[src/rtl/loader_pkg.sv]
// Shared definitions for the program loader: default widths and FSM state codes.
package loader_pkg;

    localparam int ADDR_W_DEF = 8;
    localparam int WORD_W_DEF = 32;

    typedef logic [2:0] state_t;

    localparam state_t ST_IDLE   = 3'd0;
    localparam state_t ST_LOAD_I = 3'd1;
    localparam state_t ST_LOAD_D = 3'd2;
    localparam state_t ST_START  = 3'd3;
    localparam state_t ST_RUN    = 3'd4;
    localparam state_t ST_DONE   = 3'd5;

endpackage

[src/rtl/program_loader_if.sv]
// Valid/ready word stream carrying the program image into the loader.
interface program_loader_if
    import loader_pkg::*;
#(
    parameter int WORD_W = WORD_W_DEF
);
    logic              in_valid;
    logic [WORD_W-1:0] in_data;
    logic              in_ready;

    modport master (output in_valid, output in_data, input in_ready);
    modport slave  (input in_valid, input in_data, output in_ready);
endinterface

[src/rtl/program_loader_word_counter.sv]
// Word address counter shared by the instruction and data load phases.
module word_counter
    import loader_pkg::*;
#(
    parameter int ADDR_W = ADDR_W_DEF
) (
    input  logic              clk,
    input  logic              reset,
    input  logic              clear,
    input  logic              inc,
    input  logic [ADDR_W:0]   limit,
    output logic [ADDR_W-1:0] count,
    output logic              last
);

    // Clear wins over increment so the phase-change accept restarts at address 0.
    always_ff @(posedge clk or negedge reset) begin
        if (!reset) begin
            count <= '0;
        end else if (clear) begin
            count <= '0;
        end else if (inc) begin
            count <= count + 1'b1;
        end
    end

    // Flagging limit-1 lets the exit happen on the last word, so count never wraps.
    assign last = ({1'b0, count} == (limit - 1'b1));

endmodule

[src/rtl/program_loader.sv]
// Streams an image into instruction/data memory, then releases and monitors the core.
//
// state   | meaning
// IDLE    | waiting for load_start, core held in reset
// LOAD_I  | accepting instruction words into imem
// LOAD_D  | accepting data words into dmem
// START   | one-cycle core release pulse
// RUN     | core running, waiting for proc_signal
// DONE    | core finished, final_pc held, reload allowed
module program_loader
    import loader_pkg::*;
#(
    parameter int ADDR_W = ADDR_W_DEF,
    parameter int WORD_W = WORD_W_DEF
) (
    input  logic              clk,
    input  logic              reset,
    input  logic              load_start,
    input  logic [ADDR_W:0]   instr_count,
    input  logic [ADDR_W:0]   data_count,
    program_loader_if.slave   strm,
    output logic              imem_we,
    output logic [ADDR_W-1:0] imem_addr,
    output logic [WORD_W-1:0] imem_wdata,
    output logic              dmem_we,
    output logic [ADDR_W-1:0] dmem_addr,
    output logic [WORD_W-1:0] dmem_wdata,
    output logic              proc_rst,
    output logic              proc_start,
    output logic [WORD_W-1:0] final_pc,
    input  logic              proc_signal,
    output logic              busy,
    output logic              done
);

    localparam logic [ADDR_W:0] DEPTH = {1'b1, {ADDR_W{1'b0}}};

    function automatic logic [ADDR_W:0] clamp_cnt(input logic [ADDR_W:0] c);
        return (c > DEPTH) ? DEPTH : c;
    endfunction

    state_t            state_q;
    state_t            state_d;
    logic [ADDR_W:0]   instr_lim_q;
    logic [ADDR_W:0]   data_lim_q;
    logic [ADDR_W:0]   instr_cl;
    logic [ADDR_W:0]   data_cl;
    logic [ADDR_W:0]   cur_lim;
    logic [ADDR_W-1:0] wcnt;
    logic              wlast;
    logic              ctr_clear;
    logic              accept;
    logic              start_ok;
    logic              in_ready_q;

    assign instr_cl      = clamp_cnt(instr_count);
    assign data_cl       = clamp_cnt(data_count);
    assign accept        = strm.in_valid & in_ready_q;
    assign start_ok      = load_start & ((state_q == ST_IDLE) | (state_q == ST_DONE));
    assign cur_lim       = (state_q == ST_LOAD_D) ? data_lim_q : instr_lim_q;
    assign strm.in_ready = in_ready_q;

    word_counter #(.ADDR_W(ADDR_W)) u_word_counter (
        .clk   (clk),
        .reset (reset),
        .clear (ctr_clear),
        .inc   (accept),
        .limit (cur_lim),
        .count (wcnt),
        .last  (wlast)
    );

    // Next-state decode; the counter is cleared on every phase entry.
    always_comb begin
        state_d   = state_q;
        ctr_clear = 1'b0;
        case (state_q)
            ST_IDLE, ST_DONE: begin
                if (load_start) begin
                    ctr_clear = 1'b1;
                    if (instr_cl != '0)     state_d = ST_LOAD_I;
                    else if (data_cl != '0) state_d = ST_LOAD_D;
                    else                    state_d = ST_START;
                end
            end
            ST_LOAD_I: begin
                if (accept && wlast) begin
                    ctr_clear = 1'b1;
                    state_d   = (data_lim_q != '0) ? ST_LOAD_D : ST_START;
                end
            end
            ST_LOAD_D: begin
                if (accept && wlast) begin
                    ctr_clear = 1'b1;
                    state_d   = ST_START;
                end
            end
            ST_START: state_d = ST_RUN;
            ST_RUN:   if (proc_signal) state_d = ST_DONE;
            default:  state_d = ST_IDLE;
        endcase
    end

    // State plus status outputs, all registered from the next state so they align with it.
    always_ff @(posedge clk or negedge reset) begin
        if (!reset) begin
            state_q     <= ST_IDLE;
            instr_lim_q <= '0;
            data_lim_q  <= '0;
            final_pc    <= '0;
            in_ready_q  <= 1'b0;
            busy        <= 1'b0;
            done        <= 1'b0;
            proc_rst    <= 1'b1;
            proc_start  <= 1'b0;
        end else begin
            state_q    <= state_d;
            in_ready_q <= (state_d == ST_LOAD_I) || (state_d == ST_LOAD_D);
            busy       <= (state_d == ST_LOAD_I) || (state_d == ST_LOAD_D) ||
                          (state_d == ST_START)  || (state_d == ST_RUN);
            done       <= (state_d == ST_DONE);
            proc_rst   <= (state_d == ST_IDLE)   || (state_d == ST_LOAD_I) ||
                          (state_d == ST_LOAD_D) || (state_d == ST_START);
            proc_start <= (state_d == ST_START);
            if (start_ok) begin
                instr_lim_q <= instr_cl;
                data_lim_q  <= data_cl;
                final_pc    <= {{(WORD_W-ADDR_W-1){1'b0}}, instr_cl};
            end
        end
    end

    // Memory write ports, one cycle behind the accept; addr/data hold between writes.
    always_ff @(posedge clk or negedge reset) begin
        if (!reset) begin
            imem_we    <= 1'b0;
            imem_addr  <= '0;
            imem_wdata <= '0;
            dmem_we    <= 1'b0;
            dmem_addr  <= '0;
            dmem_wdata <= '0;
        end else begin
            imem_we <= accept && (state_q == ST_LOAD_I);
            dmem_we <= accept && (state_q == ST_LOAD_D);
            if (accept && (state_q == ST_LOAD_I)) begin
                imem_addr  <= wcnt;
                imem_wdata <= strm.in_data;
            end
            if (accept && (state_q == ST_LOAD_D)) begin
                dmem_addr  <= wcnt;
                dmem_wdata <= strm.in_data;
            end
        end
    end

endmodule
[src/flat_wrapper.sv]
// flat-port wrapper written by rule: the top's interface ports become plain ports
module program_loader_flat import loader_pkg::*;
#(
    parameter int ADDR_W = ADDR_W_DEF,
    parameter int WORD_W = WORD_W_DEF
)
  (clk, reset, load_start, instr_count, data_count, imem_we, imem_addr, imem_wdata, dmem_we, dmem_addr, dmem_wdata, proc_rst, proc_start, final_pc, proc_signal, busy, done, strm_in_valid, strm_in_data, strm_in_ready);
  program_loader_if #(.WORD_W(WORD_W)) strm_i ();
  input  logic clk;
  input  logic reset;
  input  logic load_start;
  input  logic [ADDR_W:0] instr_count;
  input  logic [ADDR_W:0] data_count;
  output logic imem_we;
  output logic [ADDR_W-1:0] imem_addr;
  output logic [WORD_W-1:0] imem_wdata;
  output logic dmem_we;
  output logic [ADDR_W-1:0] dmem_addr;
  output logic [WORD_W-1:0] dmem_wdata;
  output logic proc_rst;
  output logic proc_start;
  output logic [WORD_W-1:0] final_pc;
  input  logic proc_signal;
  output logic busy;
  output logic done;
  input wire logic [$bits(strm_i.in_valid)-1:0] strm_in_valid;
  input wire logic [$bits(strm_i.in_data)-1:0] strm_in_data;
  output wire logic [$bits(strm_i.in_ready)-1:0] strm_in_ready;
  assign strm_i.in_valid = strm_in_valid;
  assign strm_i.in_data = strm_in_data;
  assign strm_in_ready = strm_i.in_ready;
  program_loader #(.ADDR_W(ADDR_W), .WORD_W(WORD_W)) u_core (.clk(clk), .reset(reset), .load_start(load_start), .instr_count(instr_count), .data_count(data_count), .strm(strm_i), .imem_we(imem_we), .imem_addr(imem_addr), .imem_wdata(imem_wdata), .dmem_we(dmem_we), .dmem_addr(dmem_addr), .dmem_wdata(dmem_wdata), .proc_rst(proc_rst), .proc_start(proc_start), .final_pc(final_pc), .proc_signal(proc_signal), .busy(busy), .done(done));
endmodule
[config.mk]
export PLATFORM = sky130hd
export DESIGN_NAME = program_loader_flat
export DESIGN_NICKNAME = d
export VERILOG_FILES = /design/src/rtl/loader_pkg.sv /design/src/rtl/program_loader_if.sv /design/src/rtl/program_loader_word_counter.sv /design/src/rtl/program_loader.sv /design/src/flat_wrapper.sv
export SDC_FILE = /design/constraint.sdc
export NUM_CORES = 1
export LEC_CHECK = 0
export BUFFER_PORTS_ARGS = -buffer_cell sky130_fd_sc_hd__buf_4
export CAP_MARGIN = 30
export CORE_MARGIN = 2
export CORE_UTILIZATION = 46
export DETAILED_ROUTE_END_ITERATION = 7
export PLACE_DENSITY = 0.8
export SYNTH_ARGS = -nofsm -noshare
export SYNTH_HDL_FRONTEND = slang
export SYNTH_SLANG_ARGS = --single-unit
[constraint.sdc]
create_clock -name clk -period 3.1 [get_ports clk]
set_input_delay 0.62 -clock clk [delete_from_list [all_inputs] [get_ports clk]]
set_output_delay 0.62 -clock clk [all_outputs]
set_load 0.005 [all_outputs]
==> run summary <==
Lkg Pwr -> 3.59 nW
initial drt markers -> 159
RSZ-0062 raised after global routing -> true
Final Cycle Share -> 1.00
setup TNS -> -0.00601 ns
Worst R2R Start -> u_core.state_q[2]
class of the worst hold path -> in -> async
Max Cap Viol -> 0
Initial Util -> 0.474
commonest non-fill, non-tap cell in the layout -> buf_4
Post-route DRC -> 0
Ports -> 174
number of vias in the routed layout -> 3761
clock root buffer master -> clkbuf_16
worst vdd ir -> 454 uV
PnR worst setup slack -> -0.00601 ns
Yosys reg bits -> 116
Final Hold Violating Endpoints -> 0
final net count -> 641
PwrDens -> 872 nW/um^2
critical path class -> reg -> reg
Die X -> 110 microns
clock sink count -> 116
DRT Pass-1 Iters -> 4
core box area -> 10900 sq um
utilization after layout -> 0.654
DRT antenna net count -> 0
Setup crit end kind -> flop
RR Endpoint -> u_core.busy
die height -> 110 microns
vias in the first global route -> 3904
status -> complete, but fails checks
Syn-to-layout area delta -> 37.9%
critical path arrival -> 3.39 ns
layout cells sized above 1 -> 0.492
EDFF count, synth -> 0
flop2flop setup slack -> -0.006 ns
Min Clock Period, post-route -> 3.11 ns
clk buf depth -> 2
Rows -> 38
worst relative slew slack -> 0.612
GPL Wtd Cong -> 0.837
worst reg-to-reg path cell count -> 13
worst-margin pin slew -> 0.582 ns
Final Setup Violations -> 1
max-slew violation count -> 0
wirelength, routed -> 12400 microns
Synth Flop Type -> dfrtp_1
routed len/inst -> 16.8 microns
Cell variety after synth -> 43
DIE AREA -> 12100 sq um
average size of a mapped cell -> 12.4 sq um
CTS tree -> built
Async SR Flop Fraction -> 1.00
dpl hpwl -> 8690 microns
CTS Hold Bufs -> 0
global-route wire length before repair -> 19500 microns
cells after synthesis -> 417
failing checks -> negative setup slack
Ant. Diodes -> 0
via/cell ratio -> 5.10
yosys warns -> 0
sequential fraction of the synthesis area -> 0.560
crit path launch type -> flop
Post-Route Skew -> 0.00654 ns
total CTS buffers -> 17
Max Fclk -> 322 MHz
largest net degree at the start of global routing -> 59
commonest cells after routing, fill and taps aside -> 165 x buf_4, 115 x dfrtp_1, 80 x mux2_2
I/O Buffers -> 150
Worst-Skew Late Latency -> 0.41 ns
H-tree Lvls -> 4
Req. time, crit path -> 3.39 ns
CTS clk-pin slew, worst paths -> 0.05 ns
Mapped Area -> 5190 sq um
gr usage total -> 0.214
worst-path fanout max -> 4
Overflow after GRT -> 0
initial antenna violation count -> 0
[sequential cells by signal, indices dropped and copies added (netlist names)]
register / cells
u_core.dmem_wdata: 32
u_core.imem_wdata: 32
u_core.data_lim_q: 9
u_core.instr_lim_q: 9
u_core.dmem_addr: 8
u_core.imem_addr: 8
u_core.u_word_counter.count: 8
u_core.state_q: 3
u_core.busy: 1
u_core.dmem_we: 1
u_core.done: 1
u_core.imem_we: 1
u_core.proc_rst: 1
u_core.proc_start: 1
u_core.strm.in_ready: 1
[how the worst max path moves through the flow]
stage / startpoint / end / slack, ns / cells after the start
floorplan: u_core.state_q[0] / u_core.busy / 0.02 / 14
detailed placement: u_core.state_q[2] / u_core.busy / -0.13 / 13
global placement: u_core.state_q[2] / u_core.busy / 0.03 / 13
finish: u_core.state_q[2] / u_core.busy / -0.006 / 13
global route: u_core.state_q[2] / u_core.busy / -0.21 / 13
CTS: u_core.state_q[0] / u_core.busy / -0.03 / 13
[worst max-delay path, stage by stage, from the launching register on]
cell      delay, ns
dfrtp_1        0.38
nor3b_2        0.21
buf_4          0.17
mux2i_4        0.24
ha_2           0.22
nor3b_4        0.24
xor2_1         0.19
mux2i_1        0.12
xnor2_1        0.15
or3_4          0.35
o21a_1         0.20
a211oi_4       0.25
nand2_1        0.12
xnor2_1        0.14
[report_power, final]
group / leakage, nW / internal, mW / switching, mW
registers: 1.50 / 1.91 / 0.415
logic: 1.80 / 1.06 / 0.794
clock network: 0.295 / 1.36 / 0.691
total: 3.59 / 4.34 / 1.90
[logic make-up after synthesis]
family          synth area share
simple gates               0.127
fa+ha+maj                0.00482
compound gates            0.0207
flops                      0.560
other cells             0.000723
mux                        0.189
buf+inv                   0.0519
xor+xnor                  0.0456
[metrics by stage]
step	cell area, sq um	hold WS [ns]	cells	worst slack, ns	total power, mW
floorplan	5290	0.324	439	0.0163	3.26
global placement	6460	0.492	701	0.0347	4.04
detailed placement	6460	0.497	701	-0.130	4.12
CTS	7130	0.104	736	-0.0281	6.24
global route	7150	0.112	737	-0.209	6.58
finish	7150	0.101	737	-0.00601	6.24
[cell usage after synthesis, types with 3 or more instances]
master,instances,share of area
clkbuf_1,14,0.010
inv_1,3,0.0022
nand3_1,4,0.0039
mux2_2,80,0.17
nand4_1,4,0.0048
nor2_1,19,0.014
nor3b_1,3,0.0043
mux2i_1,8,0.015
dfrtp_1,115,0.55
nand2_1,51,0.037
buf_4,23,0.033
a21oi_1,5,0.0048
nand3b_1,18,0.026
nor3_1,7,0.0068
xnor2_1,15,0.025
xor2_1,12,0.020
or4_1,4,0.0058
[final cells by class]
cell class,count,area [sq um]
sequential,116,2900
clock buffer,19,443
fill,865,3780
timing repair buffer,167,1280
tap,140,175
inverter,3,11.3
multi-input combinational,279,2160
clock inverter,13,183
[routing by layer]
metal,share of wire,GRT usage
met5,0,0
met4,0.011,0.0848
met3,0.076,0.0670
met2,0.52,0.355
met1,0.39,0.261
[what timing repair did]
item	in CTS	in global routing
hold endpoints to repair	0	0
gates resized for setup	3	4
pin swaps	3	4
buffers inserted	3	1
endpoints found under the setup margin	13	14
Power figures use the tool's default switching activity.
